[src/rtl/digit_glyph_writer_if.sv]
// digit_glyph_writer_if: request, font ROM and framebuffer write signals of the glyph writer
//   start_in/value_in/x_in/y_in : render request (BCD value, top-left position)
//   font_addr_out/font_data_in  : font ROM read port (2-cycle latency)
//   fb_addr_out/fb_data_out/fb_we_out : framebuffer write port
//   busy_out/done_out           : status
interface digit_glyph_writer_if #(
    parameter int NUM_DIGITS = 4,
    parameter int FONT_AW    = 13,
    parameter int FB_AW      = 16
);
    logic                    start_in;
    logic [4*NUM_DIGITS-1:0] value_in;
    logic [10:0]             x_in;
    logic [9:0]              y_in;
    logic [FONT_AW-1:0]      font_addr_out;
    logic                    font_data_in;
    logic [FB_AW-1:0]        fb_addr_out;
    logic                    fb_data_out;
    logic                    fb_we_out;
    logic                    busy_out;
    logic                    done_out;
    modport slave (
        input  start_in, value_in, x_in, y_in, font_data_in,
        output font_addr_out, fb_addr_out, fb_data_out, fb_we_out, busy_out, done_out
    );
    modport master (
        output start_in, value_in, x_in, y_in, font_data_in,
        input  font_addr_out, fb_addr_out, fb_data_out, fb_we_out, busy_out, done_out
    );
endinterface

[src/rtl/digit_glyph_writer.sv]
// digit_glyph_writer: copies NUM_DIGITS BCD font glyphs from the font ROM into a 1-bit framebuffer
//   pixel_clk_in : clock, rising edge
//   rst_n_in     : asynchronous active-low reset
//   bus          : request / font ROM / framebuffer signals (slave modport)
module digit_glyph_writer #(
    parameter int GLYPH_W    = 24,
    parameter int GLYPH_H    = 24,
    parameter int NUM_GLYPHS = 10,
    parameter int NUM_DIGITS = 4,
    parameter int FB_W       = 320,
    parameter int FB_H       = 180
) (
    input logic                 pixel_clk_in,
    input logic                 rst_n_in,
    digit_glyph_writer_if.slave bus
);
    localparam int GSZ     = GLYPH_W * GLYPH_H;
    localparam int FONT_AW = $clog2(GSZ * NUM_GLYPHS);
    localparam int FB_AW   = $clog2(FB_W * FB_H);
    localparam int CW      = GLYPH_W > 1 ? $clog2(GLYPH_W) : 1;
    localparam int RW      = GLYPH_H > 1 ? $clog2(GLYPH_H) : 1;
    localparam int DW      = NUM_DIGITS > 1 ? $clog2(NUM_DIGITS) : 1;
    typedef enum logic [1:0] {IDLE, ISSUE, DRAIN} state_t;
    state_t                  r_state, w_next;
    logic [4*NUM_DIGITS-1:0] r_value;
    logic [10:0]             r_x;
    logic [9:0]              r_y;
    logic [CW-1:0]           r_col;
    logic [RW-1:0]           r_row;
    logic [DW-1:0]           r_dig;
    logic [1:0]              r_drain;
    logic [FONT_AW-1:0]      r_font_addr;
    // sideband stages aligned with the ROM latency; valid already folds in clipping
    logic                    r_p_vld   [3];
    logic                    r_p_blank [3];
    logic [FB_AW-1:0]        r_p_addr  [3];
    logic                    r_fb_we, r_fb_data, r_done;
    logic [FB_AW-1:0]        r_fb_addr;
    logic [3:0]              w_glyph;
    logic                    w_blank, w_col_end, w_row_end, w_last, w_in_range;
    logic [31:0]             w_px, w_py, w_font_addr, w_fb_addr;
    assign w_glyph     = r_value[4*(NUM_DIGITS-1-int'(r_dig)) +: 4];
    assign w_blank     = 32'(w_glyph) >= NUM_GLYPHS;
    assign w_col_end   = r_col == CW'(GLYPH_W-1);
    assign w_row_end   = r_row == RW'(GLYPH_H-1);
    assign w_last      = w_col_end && w_row_end && r_dig == DW'(NUM_DIGITS-1);
    // wide arithmetic so positions past the framebuffer edge are clipped, never wrapped
    assign w_px        = 32'(r_x) + 32'(r_dig) * GLYPH_W + 32'(r_col);
    assign w_py        = 32'(r_y) + 32'(r_row);
    assign w_in_range  = w_px < FB_W && w_py < FB_H;
    assign w_fb_addr   = w_py * FB_W + w_px;
    assign w_font_addr = w_blank ? 32'd0 : 32'(w_glyph) * GSZ + 32'(r_row) * GLYPH_W + 32'(r_col);
    always_ff @(posedge pixel_clk_in or negedge rst_n_in) begin
        if (!rst_n_in) r_state <= IDLE;
        else           r_state <= w_next;
    end
    always_comb begin
        w_next = r_state;
        w_next = (r_state == IDLE  && bus.start_in)  ? ISSUE :
                 (r_state == ISSUE && w_last)        ? DRAIN :
                 (r_state == DRAIN && r_drain == 2'd2) ? IDLE : r_state;
    end
    always_ff @(posedge pixel_clk_in or negedge rst_n_in) begin
        if (!rst_n_in) begin
            r_value     <= '0;
            r_x         <= '0;
            r_y         <= '0;
            r_col       <= '0;
            r_row       <= '0;
            r_dig       <= '0;
            r_drain     <= '0;
            r_font_addr <= '0;
            r_p_vld     <= '{default: 1'b0};
            r_p_blank   <= '{default: 1'b0};
            r_p_addr    <= '{default: '0};
            r_fb_we     <= 1'b0;
            r_fb_data   <= 1'b0;
            r_fb_addr   <= '0;
            r_done      <= 1'b0;
        end else begin
            if (r_state == IDLE && bus.start_in) begin
                r_value <= bus.value_in;
                r_x     <= bus.x_in;
                r_y     <= bus.y_in;
                r_col   <= '0;
                r_row   <= '0;
                r_dig   <= '0;
            end
            if (r_state == ISSUE) begin
                r_col <= w_col_end ? '0 : r_col + 1'b1;
                if (w_col_end) r_row <= w_row_end ? '0 : r_row + 1'b1;
                if (w_col_end && w_row_end) r_dig <= r_dig + 1'b1;
            end
            r_drain      <= r_state == DRAIN ? r_drain + 2'd1 : 2'd0;
            r_font_addr  <= r_state == ISSUE ? FONT_AW'(w_font_addr) : '0;
            r_p_vld[0]   <= r_state == ISSUE && w_in_range;
            r_p_blank[0] <= w_blank;
            r_p_addr[0]  <= FB_AW'(w_fb_addr);
            for (int i = 1; i < 3; i++) begin
                r_p_vld[i]   <= r_p_vld[i-1];
                r_p_blank[i] <= r_p_blank[i-1];
                r_p_addr[i]  <= r_p_addr[i-1];
            end
            r_fb_we      <= r_p_vld[2];
            r_fb_addr    <= r_p_addr[2];
            r_fb_data    <= bus.font_data_in & ~r_p_blank[2];
            r_done       <= r_state == DRAIN && r_drain == 2'd2;
        end
    end
    assign bus.font_addr_out = r_font_addr;
    assign bus.fb_addr_out   = r_fb_addr;
    assign bus.fb_data_out   = r_fb_data;
    assign bus.fb_we_out     = r_fb_we;
    assign bus.done_out      = r_done;
    assign bus.busy_out      = r_state != IDLE;
endmodule

[src/flat_wrapper.sv]
// flat-port wrapper written by rule: the top's interface ports become plain ports
module digit_glyph_writer_flat 
#(
    parameter int GLYPH_W    = 24,
    parameter int GLYPH_H    = 24,
    parameter int NUM_GLYPHS = 10,
    parameter int NUM_DIGITS = 4,
    parameter int FB_W       = 320,
    parameter int FB_H       = 180
)
  (pixel_clk_in, rst_n_in, bus_start_in, bus_value_in, bus_x_in, bus_y_in, bus_font_data_in, bus_font_addr_out, bus_fb_addr_out, bus_fb_data_out, bus_fb_we_out, bus_busy_out, bus_done_out);
  digit_glyph_writer_if #(.NUM_DIGITS(NUM_DIGITS)) bus_i ();
  input logic pixel_clk_in;
  input logic rst_n_in;
  input wire logic [$bits(bus_i.start_in)-1:0] bus_start_in;
  input wire logic [$bits(bus_i.value_in)-1:0] bus_value_in;
  input wire logic [$bits(bus_i.x_in)-1:0] bus_x_in;
  input wire logic [$bits(bus_i.y_in)-1:0] bus_y_in;
  input wire logic [$bits(bus_i.font_data_in)-1:0] bus_font_data_in;
  output wire logic [$bits(bus_i.font_addr_out)-1:0] bus_font_addr_out;
  output wire logic [$bits(bus_i.fb_addr_out)-1:0] bus_fb_addr_out;
  output wire logic [$bits(bus_i.fb_data_out)-1:0] bus_fb_data_out;
  output wire logic [$bits(bus_i.fb_we_out)-1:0] bus_fb_we_out;
  output wire logic [$bits(bus_i.busy_out)-1:0] bus_busy_out;
  output wire logic [$bits(bus_i.done_out)-1:0] bus_done_out;
  assign bus_i.start_in = bus_start_in;
  assign bus_i.value_in = bus_value_in;
  assign bus_i.x_in = bus_x_in;
  assign bus_i.y_in = bus_y_in;
  assign bus_i.font_data_in = bus_font_data_in;
  assign bus_font_addr_out = bus_i.font_addr_out;
  assign bus_fb_addr_out = bus_i.fb_addr_out;
  assign bus_fb_data_out = bus_i.fb_data_out;
  assign bus_fb_we_out = bus_i.fb_we_out;
  assign bus_busy_out = bus_i.busy_out;
  assign bus_done_out = bus_i.done_out;
  digit_glyph_writer #(.GLYPH_W(GLYPH_W), .GLYPH_H(GLYPH_H), .NUM_GLYPHS(NUM_GLYPHS), .NUM_DIGITS(NUM_DIGITS), .FB_W(FB_W), .FB_H(FB_H)) u_core (.pixel_clk_in(pixel_clk_in), .rst_n_in(rst_n_in), .bus(bus_i));
endmodule
[config.mk]
export PLATFORM = sky130hd
export DESIGN_NAME = digit_glyph_writer_flat
export DESIGN_NICKNAME = d
export VERILOG_FILES = /design/src/rtl/digit_glyph_writer_if.sv /design/src/rtl/digit_glyph_writer.sv /design/src/flat_wrapper.sv
export SDC_FILE = /design/constraint.sdc
export NUM_CORES = 1
export LEC_CHECK = 0
export ABC_AREA = 1
export BUFFER_PORTS_ARGS = -buffer_cell sky130_fd_sc_hd__buf_2
export CELL_PAD_IN_SITES_DETAIL_PLACEMENT = 1
export CELL_PAD_IN_SITES_GLOBAL_PLACEMENT = 2
export CORE_AREA = 2 2 138 140
export DETAILED_ROUTE_END_ITERATION = 6
export DIE_AREA = 0 0 140 142
export PLACE_DENSITY_LB_ADDON = 0.1
export SLEW_MARGIN = 20
export SYNTH_ARGS = -nofsm -noshare
export SYNTH_HDL_FRONTEND = slang
export SYNTH_SLANG_ARGS = --single-unit
[constraint.sdc]
create_clock -name pixel_clk_in -period 4.6 [get_ports pixel_clk_in]
set_input_delay 0.23 -clock pixel_clk_in [delete_from_list [all_inputs] [get_ports pixel_clk_in]]
set_output_delay 0.23 -clock pixel_clk_in [all_outputs]
set_load 0.01 [all_outputs]
==> Word-level counts from Yosys, hierarchy flattened <==
Index checks and enable logic that the tools add are counted.
{ "op_classes": {"n_lt_le_gt_ge": 3, "n_eq_ne": 6, "addsub": 11, "n_bitwise": 2, "n_reduce_logical": 11, "muxes": 16, "shifts": 1, "multipliers": 4} }
{ "ops": {"columns": ["op", "count"], "rows": [
  ["5-bit 2-to-1 mux", 7],
  ["32-bit by 8-bit less-than comparator with 1-bit output, second input constant", 1],
  ["32-bit by 9-bit less-than comparator with 1-bit output, second input constant", 1],
  ["32-bit by 3-bit multiplier with 10-bit output, second input constant", 1],
  ["16-bit by 32-bit variable part select with 4-bit output", 1],
  ["13-bit 2-to-1 mux", 2],
  ["16-bit adder", 1],
  ["2-bit 2-to-1 mux", 7],
  ["12-bit by 5-bit adder with 13-bit output", 1],
  ["13-bit by 10-bit adder with 13-bit output", 1],
  ["13-bit by 5-bit adder with 13-bit output", 1],
  ["11-bit by 7-bit adder with 12-bit output", 1],
  ["10-bit by 5-bit adder with 11-bit output", 1],
  ["5-bit by 1-bit adder with 5-bit output, second input constant", 2],
  ["5-bit == test, second input constant", 2],
  ["1-bit logical AND", 7],
  ["4-bit by 4-bit multiplier with 7-bit output, second input constant", 1],
  ["5-bit by 2-bit multiplier with 7-bit output, second input constant", 1],
  ["2-bit == test, second input constant", 3],
  ["2-bit by 1-bit adder with 2-bit output, second input constant", 2],
  ["4-bit greater-or-equal comparator, second input constant", 1],
  ["2-bit by 2-bit multiplier with 4-bit output, second input constant", 1],
  ["2-bit nonzero test", 2],
  ["3-bit nonzero test", 1],
  ["other kinds (5)", 5]
]} }
{ "totals": {"wordCells": 76, "in_bits": 41, "regBits": 139, "output_inout_bits": 33} }

==> Depth between registers and ports, before layout <==
Gate-level depths: netlist of the first run.
{ "logic_depth": {"ltp_word": 7, "mapped_depth": 26} }

==> Worst setup path before layout of the first run <==
No wires, ideal clock.
{ "synth_path": {"path_kind": "flip-flop to flip-flop", "from": "reg u_core.r_dig[0]", "to": "reg u_core.r_p_addr[46] in the netlist's numbering", "synth_period_minus_slack_ns": 3.580, "t_arrival_ns": 3.451, "path_slack_ns": 1.020, "setup_time_ns": 0.128, "stages_incl_launch_ff": 21, "cell_sequence": "dfrtp_1 > inv_1 > ha_1 > fa_1 > inv_1 > ha_1 > nand2_1 > inv_1 > a21oi_1 > nand3b_1 > nand2_1 > inv_1 > ha_1 > fa_1 > nand3_1 > nand2_1 > nand2_1 > nand2_1 > a21oi_1 > nor3_2 > xor2_1"} }
{ "synth_via": {"elab_chain_len": 4} }
{ "synth_lines": {"columns": ["element", "line_no", "rtl"], "rows": [
  ["start, declared", "digit_glyph_writer.sv:30", "logic [DW-1:0] r_dig;"],
  ["start signal, assigned", "digit_glyph_writer.sv:92", "if (w_col_end && w_row_end) r_dig <= r_dig + 1'b1;"],
  ["2-bit by 2-bit multiplier with 4-bit output", "digit_glyph_writer.sv:48", "assign w_px = 32'(r_x) + 32'(r_dig) * GLYPH_W + 32'(r_col);"],
  ["11-bit by 7-bit adder with 12-bit output", "digit_glyph_writer.sv:48", null],
  ["12-bit by 5-bit adder with 13-bit output", "digit_glyph_writer.sv:48", null],
  ["16-bit adder", "digit_glyph_writer.sv:51", "assign w_fb_addr = w_py * FB_W + w_px;"],
  ["named net u_core.w_fb_addr[14]", "digit_glyph_writer.sv:41", "logic [31:0] w_px, w_py, w_font_addr, w_fb_addr;"],
  ["end signal, assigned by index", "digit_glyph_writer.sv:102", "r_p_addr[i] <= r_p_addr[i-1];"],
  ["end, declared", "digit_glyph_writer.sv:36", "logic [FB_AW-1:0] r_p_addr [3];"]
]} }
The timed path passes the listed nets, and every way through them passes these cells.
A chain may end at the register's enable or synchronous reset.

==> Final worst setup path of the first run <==
Ends and elaborated chain as after synthesis.

==> results of run 1 <==
-- cell type report --
class                      count  area [sq um]
sequential                   139          3480
fill                        2086         10400
multi-input combinational    444          2925
inverter                      99         371.6
clock buffer                  17         425.4
clock inverter                15         158.9
tap                          234         292.8
timing repair buffer          77         406.6
-- metal layers --
metal	GRT usage (%)	wire length (um)	part of all wire (%)
met4	6.699	260	1.7
met2	28.99	7427	49
met3	3.062	501	3.3
met5	0	0	0
met1	21.92	7060	46
-- registers in the layout (all words and copies together), names as in the netlist --
register	flops
u_core.r_state	2
u_core.bus.font_addr_out	13
u_core.r_dig	2
u_core.r_drain	2
u_core.bus.fb_we_out	1
u_core.r_row	5
u_core.r_p_vld	3
u_core.r_col	5
u_core.bus.done_out	1
u_core.bus.fb_addr_out	16
u_core.r_value	16
u_core.r_y	10
u_core.r_x	11
u_core.bus.fb_data_out	1
u_core.r_p_blank	3
u_core.r_p_addr	48
-- stage by stage --
step	utilization, %	area [sq um]	total power (uW)
4_1_cts	43.67	8059	2673
3_5_place_dp	40.39	7455	1290
6_report	43.67	8060	2626
2_1_floorplan	-	6825	1247
3_3_place_gp	40.39	7455	1289
5_1_grt	43.67	8060	2727
-- worst max-delay path: stages (launching register included) --
cell      delay [ns]
dfrtp_2         0.49
inv_1           0.25
ha_1            0.30
fa_1            0.49
inv_1           0.04
ha_1            0.36
nand2_1         0.11
inv_1           0.06
a21oi_1         0.19
nand3b_1        0.11
nand2_1         0.09
inv_1           0.05
ha_1            0.22
fa_1            0.43
nand3_1         0.11
nand2_1         0.09
nand2_1         0.07
nand2_1         0.05
a21oi_1         0.22
nor3_2          0.07
xor2_1          0.15
-- logic make-up (layout without fill, tap and decap cells) --
group | after synthesis | in the layout | share of synthesized area [%]
AND/OR/NAND/NOR | 263 | 263 | 17.54
flip-flops | 139 | 139 | 50.96
buffers and inverters | 108 | 208 | 6.214
AO/OA/AOI/OAI | 69 | 69 | 5.811
adder cells (fa/ha/maj) | 60 | 60 | 11.88
XOR/XNOR | 27 | 27 | 3.465
multiplexers | 25 | 25 | 4.125
-- path summary, 6_finish.rpt --
kind / startpoint / endpoint / slack [ns]
setup reg to reg: u_core.r_dig[0]$_DFF_PN0_ / u_core.r_p_addr[46]$_DFF_PN0_ / 0.51
hold / removal: bus_value_in[3] / u_core.r_value[3]$_DFFE_PN0P_ / 0.04
max in group asynchronous: rst_n_in / u_core.r_p_addr[38]$_DFF_PN0_ / 3.05
min in group asynchronous: rst_n_in / u_core.bus.done_out$_DFF_PN0_ / 0.46
hold reg to reg: u_core.r_p_addr[28]$_DFF_PN0_ / u_core.r_p_addr[12]$_DFF_PN0_ / 0.34
setup / recovery: u_core.r_dig[0]$_DFF_PN0_ / u_core.r_p_addr[46]$_DFF_PN0_ / 0.51
-- placed cells by master (no fill, tap or decap), drive strengths merged, types with 20 or more instances in the layout --
master  instances
nand2         140
dfrtp         139
inv           104
buf            75
nor2           56
ha             52
nand3          46
a21oi          32
mux2           25
o21ai          21
xor2           20
-- timing repair --
action                                 4_1_cts  5_1_grt
gates resized for setup                      0        1
hold buffers                                 2        0
setup endpoints to repair                    0        1
endpoints found under the hold margin       92        0
-- power by group through the flow --
stage,clock [uW],combinational (uW),sequential (uW)
final,1360,42.8,1220
after global routing,1450,50.4,1220
after CTS,1400,45.9,1220
after detailed placement,0,44.6,1250
after global placement,0,43.1,1250
after floorplan,0,0.604,1250
==> results.json, run 1 <==
{
  "io_pins": 74,
  "rsz0062_at_grt": "no",
  "crit_path_end_kind": "flip-flop",
  "p_leak_uw": 0.004357,
  "synth_top_area_cell": "dfrtp_1",
  "yosysUniqueCellTypes": 42,
  "overflow": 0,
  "ys_ff_latch": 139,
  "synth_most_common_cell": "dfrtp_1",
  "tightest_slew_ns": 0.8319,
  "powerDensity_mw_per_mm2": 325.8,
  "cts_max_level": 4,
  "grt_pass1_wl_um": 26810,
  "critical_path_class": "reg2reg",
  "place.gp.congestion": 0.8035,
  "vias_per_cell": 4.746,
  "synth_top_cells_by_area": "dfrtp_1, ha_1, nand2_1, inv_1, mux2_2",
  "swShare_pct": 23.71,
  "post-route-min-period_ns": 4.087,
  "clock-sinks": 139,
  "synth_fp_nets": 792,
  "grtUsageTotal_pct": 17.10,
  "synthFlopType": "dfrtp_1",
  "synth-edff-count": 0,
  "die_area_sq_mm": 0.01988,
  "synth.top_cell.area_share_pct": 50.96,
  "antenna_found_initial": 0,
  "p_int_uw": 2003,
  "coreArea_sq_mm": 0.01846,
  "post_cts_buffers": 0,
  "max_slew_margin_pct": 44.54,
  "cts_root_buffer": "clkbuf_16",
  "synth_cells": 691,
  "start_util_pct": 36.98,
  "wl_per_cell_um": 14.88,
  "final.period_utilization_pct": 88.84,
  "area_growth_pct": 18.09,
  "pwr-share-seq_pct": 46.6,
  "whs_path_depth": 2,
  "fin_nets": 879,
  "tns_ns": 0,
  "fin_worst_hold_slack_ns": 0.03694,
  "num_vias": 4865,
  "drv_slew": 0,
  "rows": 50,
  "fp.dieW_um": 140,
  "drive_gt1_share_pct": 20.73,
  "drtIter0Drc": 176,
  "irDropWorstVdd_mv": 0.2965,
  "final_cells": 1025,
  "dp_slack_ns": 0.3811,
  "status": "completed",
  "drc": 0,
  "ant_nets": 0,
  "netlist_area_sq_mm": 0.006825,
  "grt_pass1_vias": 5485,
  "diodes": 0,
  "ys_seq_area_share_pct": 50.96,
  "r2r_cells": 20,
  "post-dp-hpwl_um": 11490,
  "cap_violations": 0,
  "fin_ws_ns": 0.5133,
  "cts_buffer_depth": 2,
  "p_sw_uw": 622.6,
  "port_buffers": 73,
  "combinationalPowerShare_pct": 1.6,
  "synthArstFlopShare_pct": 100.0,
  "cts_tree": "yes",
  "cp_max_fo": 14,
  "grt_max_degree": 93,
  "die_h_um": 142,
  "drt-total-wl_um": 15250,
  "skew_ns": 0.007166,
  "ys_warn_count": 0,
  "fmax_ghz": 0.2447,
  "finalHoldViolCount": 0,
  "numCtsBuffers": 17,
  "clock_latency_ns": 0.42,
  "dr.pass1.iters": 6,
  "synthTopCellsByCount": "dfrtp_1, nand2_1, inv_1",
  "setup_viol": 0,
  "p_clk_share_pct": 51.8,
  "critPathLaunchType": "flip-flop",
  "dp.cells": 991,
  "crit_required_ns": 4.90,
  "worstPathArrival_ns": 4.39,
  "syn_avg_cell_area_sq_um": 9.877,
  "hold_class": "in2reg",
  "clk_pin_slew_ns": 0.07
}
(Power assumes the default switching activity.)
==> run 2: changes to the inputs <==
CORE_AREA = 2 2 134 136   (was 2 2 138 140)
DIE_AREA = 0 0 136 138   (was 0 0 140 142)
clock period = 5 ns   (was 4.6 ns; I/O delays follow)
==> run 2 against run 1 <==
Effect of this change:
- sequential share of layout area shrank 0.082 points
- critical path depth is the same
- clock skew grew 0.0025 ns
- clock-buffer cell count grew 1
- via count grew 0.35%
- core utilization grew 2.4 points
- largest cell class unchanged
- highest routed layer unchanged
==> results.json, run 2 (same netlist as run 1, synthesis figures left out) <==
{
  "irDropWorstVdd_mv": 0.2131,
  "cts_buffer_depth": 2,
  "cts_root_buffer": "clkbuf_16",
  "r2r-end": "u_core.r_p_addr[46]$_DFF_PN0_",
  "tightest_slew_ns": 0.8142,
  "overflow": 0,
  "grt_pass1_wl_um": 26570,
  "path_common_cell": "nand2_1",
  "fin_nets": 878,
  "area_growth_pct": 18.28,
  "largest_reg_flops": 48,
  "top_usage_layer": "met2",
  "die_h_um": 138,
  "setup_viol": 0,
  "met2_usage_pct": 30.39,
  "rsz0062_at_grt": "no",
  "clock-sinks": 139,
  "cts_resized": 0,
  "critPathLaunchType": "flip-flop",
  "fill_cells": 2049,
  "hold_end": "u_core.bus.fb_data_out$_DFF_PN0_",
  "cts_tree": "yes",
  "drc": 0,
  "finalInstanceArea_sq_mm": 0.008073,
  "p_leak_uw": 0.004368,
  "die_area_sq_mm": 0.01877,
  "vias_per_cell": 4.791,
  "clock_latency_ns": 0.42,
  "whs_path_depth": 3,
  "fp.dieW_um": 136,
  "rows": 49,
  "dp.cells": 986,
  "powerDensity_mw_per_mm2": 308.1,
  "layout_commonest_cell": "dfrtp_1",
  "multiInputGateArea_sq_mm": 0.002925,
  "grt_pass1_vias": 5343,
  "cp_cell_sequence": "inv_1 > ha_1 > fa_1 > inv_1 > ha_1 > nand2_1 > inv_1 > a21oi_1 > nand3b_1 > nand2_1 > inv_1 > ha_1 > fa_1 > nand3_1 > nand2_1 > nand2_1 > nand2_1 > a21oi_1 > nor3_2 > xor2_1",
  "drt-total-wl_um": 15580,
  "r2r_cells": 20,
  "final_cells": 1019,
  "cp_slowest_cell": "dfrtp_1",
  "skew_ns": 0.009704,
  "fmax_ghz": 0.2360,
  "grt_use_met1_pct": 23.54,
  "critical_path_class": "reg2reg",
  "start_util_pct": 38.93,
  "coreArea_sq_mm": 0.01753,
  "top_register": "u_core.r_p_addr",
  "cap_violations": 0,
  "num_vias": 4882,
  "wl_per_cell_um": 15.28,
  "place_area_sq_mm": 0.007448,
  "status": "completed",
  "grt_max_degree": 90,
  "post-route-min-period_ns": 4.238,
  "cts_max_level": 4,
  "rr_startpoint": "u_core.r_dig[0]$_DFF_PN0_",
  "rrSetupSlack_ns": 0.76,
  "tns_ns": 0,
  "worstPathArrival_ns": 4.53,
  "place.gp.congestion": 0.8667,
  "crit_path_end_kind": "flip-flop",
  "port_buffers": 73,
  "antenna_found_initial": 0,
  "drive_gt1_share_pct": 20.51,
  "finalHoldViolCount": 0,
  "cp_max_fo": 14,
  "diodes": 0,
  "hold_path.startpoint": "bus_font_data_in",
  "holdBufCountCts": 1,
  "regArea_sq_mm": 0.003478,
  "crit_required_ns": 5.29,
  "numCtsBuffers": 17,
  "slowest_delay_ns": 0.59,
  "final.period_utilization_pct": 84.76,
  "met3_usage_pct": 3.557,
  "drtIter0Drc": 142,
  "grtUsageTotal_pct": 18.03,
  "post-dp-hpwl_um": 11530,
  "drv_slew": 0,
  "post_cts_buffers": 0,
  "clk_pin_slew_ns": 0.06,
  "final_cell_mix": "dfrtp_1, nand2_1, inv_1",
  "io_pins": 74,
  "max_slew_margin_pct": 45.72,
  "hold_class": "in2reg",
  "ant_nets": 0,
  "dr.pass1.iters": 4
}
==> run 2: layout make-up <==
type                            instances  area share (%)
Sequential cell                       139           43.09
Inverter                               99           4.603
Tap cell                              229           3.549
Timing Repair Buffer                   76           4.913
Clock inverter                         14           2.294
Multi-Input combinational cell        444           36.24
Clock buffer                           18           5.316
==> run 2: worst max-delay path, delay by kind of cell (launching register included) <==
kind | cells | cell delay (ns)
adders and majority gates | 5 | 1.85
and+or+nand+nor | 8 | 0.68
DFF | 1 | 0.59
AOI/OAI and AO/OA | 2 | 0.43
buffers and inverters | 4 | 0.41
xor gates and xnor gates | 1 | 0.15
==> run 2: worst max path at each step <==
stage	end	startpoint	cells after the start
finish	u_core.r_p_addr[46]$_DFF_PN0_	u_core.r_dig[0]$_DFF_PN0_	20
global route	u_core.r_p_addr[46]$_DFF_PN0_	u_core.r_dig[0]$_DFF_PN0_	20
CTS	u_core.r_p_addr[46]$_DFF_PN0_	u_core.r_dig[0]$_DFF_PN0_	20
detailed placement	u_core.r_p_addr[46]$_DFF_PN0_	u_core.r_dig[0]$_DFF_PN0_	20
global placement	u_core.r_p_addr[46]$_DFF_PN0_	u_core.r_dig[0]$_DFF_PN0_	20
floorplan	u_core.r_p_addr[46]$_DFF_PN0_	u_core.r_dig[0]$_DFF_PN0_	20
==> run 2: layer usage <==
layer / part of all wire [%] / up-vias / wire length, um
met4: 1.1 / 0 / 174
met3: 2.9 / 13 / 446
met1: 46 / 2404 / 7146
met2: 50 / 67 / 7807
met5: 0 / - / 0
li1: - / 2398 / -
==> run 2: report_power, final <==
| group | total (uW) | switching (uW) | internal (uW) |
|---|---|---|---|
| registers | 1130 | 0.0657 | 1130 |
| clock network | 1320 | 526 | 798 |
| logic | 38.7 | 25.9 | 12.8 |
| total | 2490 | 551 | 1940 |
==> run 2: stage by stage <==
stage / total power [uW] / hold WS (ns) / util, % / worst slack, ns
floorplan: 1147 / -0.04559 / - / 1.420
global placement: 1185 / 0.3317 / 42.48 / 0.9896
detailed placement: 1187 / 0.3356 / 42.48 / 0.7849
CTS: 2527 / 0.01380 / 46.04 / 0.7543
global route: 2582 / 0.02022 / 46.04 / 0.3925
finish: 2487 / 0.02605 / 46.04 / 0.7621
